File: src/rtl/mem_if_arbiter.sv
// Shares one downstream memory port among NR_MASTERS requesters and routes in-order responses back through an ID FIFO.
// Optional MEM_ARB_ROUND_ROBIN_EN selects round-robin arbitration; fixed lowest-index priority otherwise.
module mem_if_arbiter #(
  parameter int NR_MASTERS      = 2,
  parameter int ADDRESS_SIZE    = 64,
  parameter int MAX_OUTSTANDING = 4
) (
  input  logic                                 clk_i,
  input  logic                                 rst_i,
  input  logic [NR_MASTERS*ADDRESS_SIZE-1:0]   m_address_i,
  input  logic [NR_MASTERS*32-1:0]             m_data_wdata_i,
  input  logic [NR_MASTERS-1:0]                m_data_req_i,
  input  logic [NR_MASTERS-1:0]                m_data_we_i,
  input  logic [NR_MASTERS*4-1:0]              m_data_be_i,
  output logic [NR_MASTERS-1:0]                m_data_gnt_o,
  output logic [NR_MASTERS-1:0]                m_data_rvalid_o,
  output logic [31:0]                          m_data_rdata_o,
  output logic [ADDRESS_SIZE-1:0]              mem_address_o,
  output logic [31:0]                          mem_data_wdata_o,
  output logic                                 mem_data_req_o,
  output logic                                 mem_data_we_o,
  output logic [3:0]                           mem_data_be_o,
  input  logic                                 mem_data_gnt_i,
  input  logic                                 mem_data_rvalid_i,
  input  logic [31:0]                          mem_data_rdata_i,
  output logic [$clog2(MAX_OUTSTANDING+1)-1:0] outstanding_o,
  output logic                                 err_o
);

  localparam int IDW = (NR_MASTERS > 1) ? $clog2(NR_MASTERS) : 1;
  localparam int PW  = (MAX_OUTSTANDING > 1) ? $clog2(MAX_OUTSTANDING) : 1;
  localparam int CW  = $clog2(MAX_OUTSTANDING + 1);

  typedef enum logic {UNLOCKED, LOCKED} lock_state_t;

  lock_state_t    state, state_next;
  logic [IDW-1:0] lock_idx;
  logic [IDW-1:0] winner;
  logic [IDW-1:0] sel;
  logic [IDW-1:0] id_fifo [MAX_OUTSTANDING];
  logic [PW-1:0]  wr_ptr, rd_ptr;
  logic [CW-1:0]  count;
  logic           full, empty, req, push, pop, err;

  function automatic logic [PW-1:0] wrap_inc(input logic [PW-1:0] p);
    return (p == PW'(MAX_OUTSTANDING - 1)) ? '0 : p + 1'b1;
  endfunction

`ifdef MEM_ARB_ROUND_ROBIN_EN
  logic [IDW-1:0] prio;
  int unsigned    rr_idx;
  logic           found;

  always_comb begin
    winner = '0;
    found  = 1'b0;
    rr_idx = 0;
    for (int unsigned i = 0; i < NR_MASTERS; i++) begin
      rr_idx = (32'(prio) + i) % NR_MASTERS;
      if (!found && m_data_req_i[rr_idx]) begin
        winner = IDW'(rr_idx);
        found  = 1'b1;
      end
    end
  end

  always_ff @(posedge clk_i) begin
    if (rst_i) begin
      prio <= '0;
    end else if (push) begin
      prio <= (sel == IDW'(NR_MASTERS - 1)) ? '0 : sel + 1'b1;
    end
  end
`else
  always_comb begin
    winner = '0;
    for (int unsigned i = NR_MASTERS; i > 0; i--) begin
      if (m_data_req_i[i-1]) winner = IDW'(i - 1);
    end
  end
`endif

  assign sel   = (state == LOCKED) ? lock_idx : winner;
  assign full  = (count == CW'(MAX_OUTSTANDING));
  assign empty = (count == '0);
  // Reset gates the request so nothing is granted while state is being cleared.
  assign req   = m_data_req_i[sel] & ~full & ~rst_i;
  assign push  = req & mem_data_gnt_i;
  assign pop   = mem_data_rvalid_i & ~empty;

  assign mem_data_req_o   = req;
  assign mem_address_o    = m_address_i[sel*ADDRESS_SIZE +: ADDRESS_SIZE];
  assign mem_data_wdata_o = m_data_wdata_i[sel*32 +: 32];
  assign mem_data_we_o    = m_data_we_i[sel];
  assign mem_data_be_o    = m_data_be_i[sel*4 +: 4];
  assign m_data_rdata_o   = mem_data_rdata_i;
  assign outstanding_o    = count;
  assign err_o            = err;

  always_comb begin
    m_data_gnt_o      = '0;
    m_data_gnt_o[sel] = push;
  end

  always_comb begin
    m_data_rvalid_o = '0;
    if (pop) m_data_rvalid_o[id_fifo[rd_ptr]] = 1'b1;
  end

  always_comb begin
    state_next = state;
    case (state)
      UNLOCKED: if (req && !mem_data_gnt_i) state_next = LOCKED;
      LOCKED:   if (push || !m_data_req_i[lock_idx]) state_next = UNLOCKED;
      default:  state_next = UNLOCKED;
    endcase
  end

  always_ff @(posedge clk_i) begin
    if (rst_i) begin
      state    <= UNLOCKED;
      lock_idx <= '0;
    end else begin
      state <= state_next;
      if (state == UNLOCKED && req && !mem_data_gnt_i) lock_idx <= sel;
    end
  end

  always_ff @(posedge clk_i) begin
    if (rst_i) begin
      wr_ptr <= '0;
      rd_ptr <= '0;
      count  <= '0;
      err    <= 1'b0;
    end else begin
      if (push) begin
        id_fifo[wr_ptr] <= sel;
        wr_ptr          <= wrap_inc(wr_ptr);
      end
      if (pop) rd_ptr <= wrap_inc(rd_ptr);
      case ({push, pop})
        2'b10:   count <= count + 1'b1;
        2'b01:   count <= count - 1'b1;
        default: count <= count;
      endcase
      if (mem_data_rvalid_i && empty) err <= 1'b1;
    end
  end

endmodule

File: config.mk
export PLATFORM = sky130hd
export DESIGN_NAME = mem_if_arbiter
export DESIGN_NICKNAME = d
export VERILOG_FILES = /design/src/rtl/mem_if_arbiter.sv
export SDC_FILE = /design/constraint.sdc
export NUM_CORES = 1
export LEC_CHECK = 0
export ABC_AREA = 0
export CAP_MARGIN = 20
export CORE_AREA = 5 5 147 149
export CTS_CLUSTER_DIAMETER = 100
export DETAILED_ROUTE_END_ITERATION = 7
export DIE_AREA = 0 0 152 154
export DONT_BUFFER_PORTS = 1
export PLACE_DENSITY = 0.32
export SYNTH_ARGS = -nofsm -noshare
export SYNTH_HDL_FRONTEND = slang
export SYNTH_SLANG_ARGS = --single-unit
File: constraint.sdc
create_clock -name clk_i -period 5 [get_ports clk_i]
set_input_delay 0.75 -clock clk_i [delete_from_list [all_inputs] [get_ports clk_i]]
set_output_delay 0.75 -clock clk_i [all_outputs]
set_load 0.05 [all_outputs]
==> impl_metrics.xml <==
<?xml version="1.0" encoding="UTF-8"?>
<metrics>
  <group name="clocking">
    <metric name="maximum_root_to_sink_buffer_count" unit="">2</metric>
    <metric name="cts.repair_timing.setup_buffer_count" unit="">0</metric>
    <metric name="clk_latency" unit="ns">0.24</metric>
    <metric name="clk_root_buffer_cell" unit="">clkbuf_16</metric>
    <metric name="cts_made_buffers" unit="">3</metric>
    <metric name="cts_tree" unit="">built</metric>
    <metric name="htreeDepth" unit="">1</metric>
    <metric name="clkTransAtPathRegs" unit="ns">0.05</metric>
    <metric name="clock-sinks" unit="">16</metric>
    <metric name="ctsHoldBuffers" unit="">0</metric>
    <metric name="postCtsResizedCells" unit="">0</metric>
  </group>
  <group name="synthesis">
    <metric name="ys.flop_type" unit="">dfxtp_1</metric>
    <metric name="syn_inst" unit="">226</metric>
    <metric name="yosys.area.top_type_share" unit="%">33.4</metric>
    <metric name="postSynthAreaPerCell" unit="sq um">10.1</metric>
    <metric name="yosysSeqAreaShare" unit="%">15.7</metric>
    <metric name="synth_nets" unit="">473</metric>
    <metric name="synth_edf_count" unit="">4</metric>
    <metric name="synth_cell_type_count" unit="">34</metric>
    <metric name="yosys-top-cells-area" unit="">mux2_1, mux2_2, buf_4, dfxtp_1, edfxtp_1</metric>
    <metric name="yosys_warnings" unit="">0</metric>
    <metric name="ys_async_sr_fraction" unit="%">0</metric>
    <metric name="yosys_register_bits" unit="">16</metric>
    <metric name="synthDominantAreaCellType" unit="">mux2_1</metric>
    <metric name="cell_area_after_synthesis" unit="sq mm">0.00229</metric>
  </group>
  <group name="cells_and_area">
    <metric name="layout.nets" unit="">436</metric>
    <metric name="area_occupied_by_multi_input_gates" unit="sq mm">0.00156</metric>
    <metric name="finalCoreUtilization" unit="%">11.9</metric>
    <metric name="layout.filler_cells" unit="">2335</metric>
    <metric name="layout-drive-gt1-share" unit="%">23.4</metric>
    <metric name="ff_latch_area" unit="sq um">360</metric>
    <metric name="area_growth" unit="%">4.26</metric>
    <metric name="antenna-diode-count" unit="">0</metric>
  </group>
  <group name="status">
    <metric name="status" unit="">complete, no violations</metric>
  </group>
  <group name="place">
    <metric name="place_ws" unit="ns">1.88</metric>
    <metric name="numPortBuffers" unit="">0</metric>
    <metric name="finalWeightedCongestion" unit="">0.827</metric>
    <metric name="dpl.hpwl" unit="microns">7980</metric>
  </group>
  <group name="drt">
    <metric name="first_pass_iters" unit="">4</metric>
    <metric name="wl" unit="microns">8770</metric>
    <metric name="ant_nets" unit="">0</metric>
    <metric name="post_drt_via_cell_ratio" unit="">3.60</metric>
    <metric name="avgRoutedWirePerCell" unit="microns">19.1</metric>
    <metric name="dr.first_iter.drc_count" unit="">42</metric>
    <metric name="via_count" unit="">1649</metric>
    <metric name="drcViolationCount" unit="">0</metric>
  </group>
  <group name="floorplan">
    <metric name="number_of_ports_placed_on_the_die_boundary" unit="">382</metric>
    <metric name="fp-row-count" unit="">52</metric>
    <metric name="core-area" unit="sq mm">0.0200</metric>
    <metric name="initial_utilization" unit="%">11.4</metric>
    <metric name="die_height" unit="microns">154</metric>
    <metric name="die_area" unit="sq mm">0.0234</metric>
    <metric name="chipWidth" unit="microns">152</metric>
  </group>
  <group name="timing">
    <metric name="finalClockSkew" unit="ns">0.00236</metric>
    <metric name="fin_max_slew_vios" unit="">0</metric>
    <metric name="timing.final.hold_violations" unit="">0</metric>
    <metric name="setup-violations-final" unit="">0</metric>
    <metric name="achievable-frequency" unit="MHz">308</metric>
    <metric name="relSlewSlack" unit="%">35.2</metric>
    <metric name="setup_total_negative_slack" unit="ns">0</metric>
    <metric name="rsz0062_at_grt" unit="">false</metric>
    <metric name="post-route-period-util" unit="%">64.9</metric>
    <metric name="timing.final.ws_setup" unit="ns">1.76</metric>
    <metric name="worst_slew_pin_slew" unit="ns">0.970</metric>
    <metric name="timing.final.crit_period" unit="ns">3.24</metric>
  </group>
  <group name="worst_setup_path">
    <metric name="worst-setup-path-type" unit="">reg2out</metric>
    <metric name="data_required_time_of_the_critical_path" unit="ns">4.25</metric>
    <metric name="cp.arrival" unit="ns">2.49</metric>
    <metric name="worst-path-max-fanout" unit="">6</metric>
    <metric name="cp-end-kind" unit="">primary output</metric>
    <metric name="worst_setup_path_start_kind" unit="">flip-flop</metric>
  </group>
  <group name="global_routing">
    <metric name="grt_first_pass_wirelength" unit="microns">12300</metric>
    <metric name="grt_antenna_before_repair" unit="">0</metric>
    <metric name="grt_max_degree" unit="">53</metric>
    <metric name="track_usage" unit="%">6.56</metric>
    <metric name="global_route.overflow_total" unit="">0</metric>
    <metric name="vias_in_the_first_global_route" unit="">1777</metric>
  </group>
  <group name="job">
    <metric name="cap_violations" unit="">0</metric>
  </group>
  <group name="power">
    <metric name="powerDensity" unit="mW/mm^2">366</metric>
    <metric name="static_leakage" unit="nW">0.806</metric>
    <metric name="vdd.ir_drop.worst" unit="V">0.000114</metric>
  </group>
  <group name="min_path">
    <metric name="hold_class" unit="">reg2reg</metric>
  </group>
</metrics>
[cell usage after synthesis, drive strengths merged (2+ instances only)]
cell,instances
mux2,102
buf,43
nor2,13
dfxtp,12
inv,9
a21oi,6
ha,6
and2,4
edfxtp,4
nor3,4
a21o,2
mux2i,2
o31ai,2
xor2,2
[worst max-delay path: stages (launching register included)]
cell,delay [ns]
dfxtp_1,0.73
nor2_1,0.18
a211oi_2,0.29
and3_4,0.25
inv_2,0.07
nor2_1,0.73
[stage by stage]
| stage | std cells | hold WS, ns | area [sq um] | power (mW) |
|---|---|---|---|---|
| 2_1_floorplan | 226 | 0.495 | 2290 | 0.754 |
| 4_1_cts | 458 | 0.557 | 2390 | 0.885 |
| 3_5_place_dp | 454 | 0.545 | 2310 | 0.725 |
| 3_3_place_gp | 454 | 0.516 | 2310 | 0.722 |
| 6_report | 458 | 0.550 | 2390 | 0.874 |
| 5_1_grt | 458 | 0.564 | 2390 | 0.919 |
[cell families after synthesis]
| logic type | share of synthesized area [%] |
|---|---|
| flops | 15.7 |
| buf+inv | 16.5 |
| fa+ha+maj | 4.15 |
| mux | 52.2 |
| simple gates | 6.88 |
| compound gates | 3.77 |
| xor+xnor | 0.765 |
[placed cells by master (no fill, tap or decap), types with 2 or more instances in the layout]
cell type	synthesis	layout
buf_4	33	2
dfxtp_1	12	12
a21o_1	2	2
nor3_1	4	4
ha_1	6	6
o31ai_1	2	2
mux2_2	33	33
mux2_1	68	68
nor2_1	13	13
mux2i_1	2	2
xor2_1	2	2
inv_1	8	8
edfxtp_1	4	4
a21oi_1	6	5
clkbuf_16	0	3
and2_1	4	4
[layer usage]
layer | track usage (%) | routed length (microns) | vias to the layer above
li1 | - | - | 696
met3 | 2.67 | 960 | 24
met5 | 0 | 0 | -
met2 | 10.2 | 3960 | 173
met1 | 8.61 | 3730 | 756
met4 | 1.37 | 114 | 0
[cell type report]
cell class	instances	area share, %
Multi-Input combinational cell	157	65.4
Sequential cell	16	15.1
Tap cell	270	14.1
Clock buffer	3	3.14
Inverter	9	1.41
Timing Repair Buffer	2	0.629
Clock inverter	1	0.157
[where the power goes]
group	internal, mW	total, mW	switching (mW)
sequential	0.156	0.220	0.0635
clock	0.106	0.154	0.0480
combinational	0.110	0.500	0.390
[worst paths after layout]
| check | endpoint | from | cells after the start | slack [ns] |
|---|---|---|---|---|
| max | m_data_gnt_o[0] | outstanding_o[1] | 5 | 1.76 |
| max reg2reg | outstanding_o[2] | outstanding_o[2] | 9 | 2.43 |
| min reg2reg | rd_ptr[1] | rd_ptr[1] | 2 | 0.55 |
| min | rd_ptr[1] | rd_ptr[1] | 2 | 0.55 |
Power figures use the tool's default switching activity.
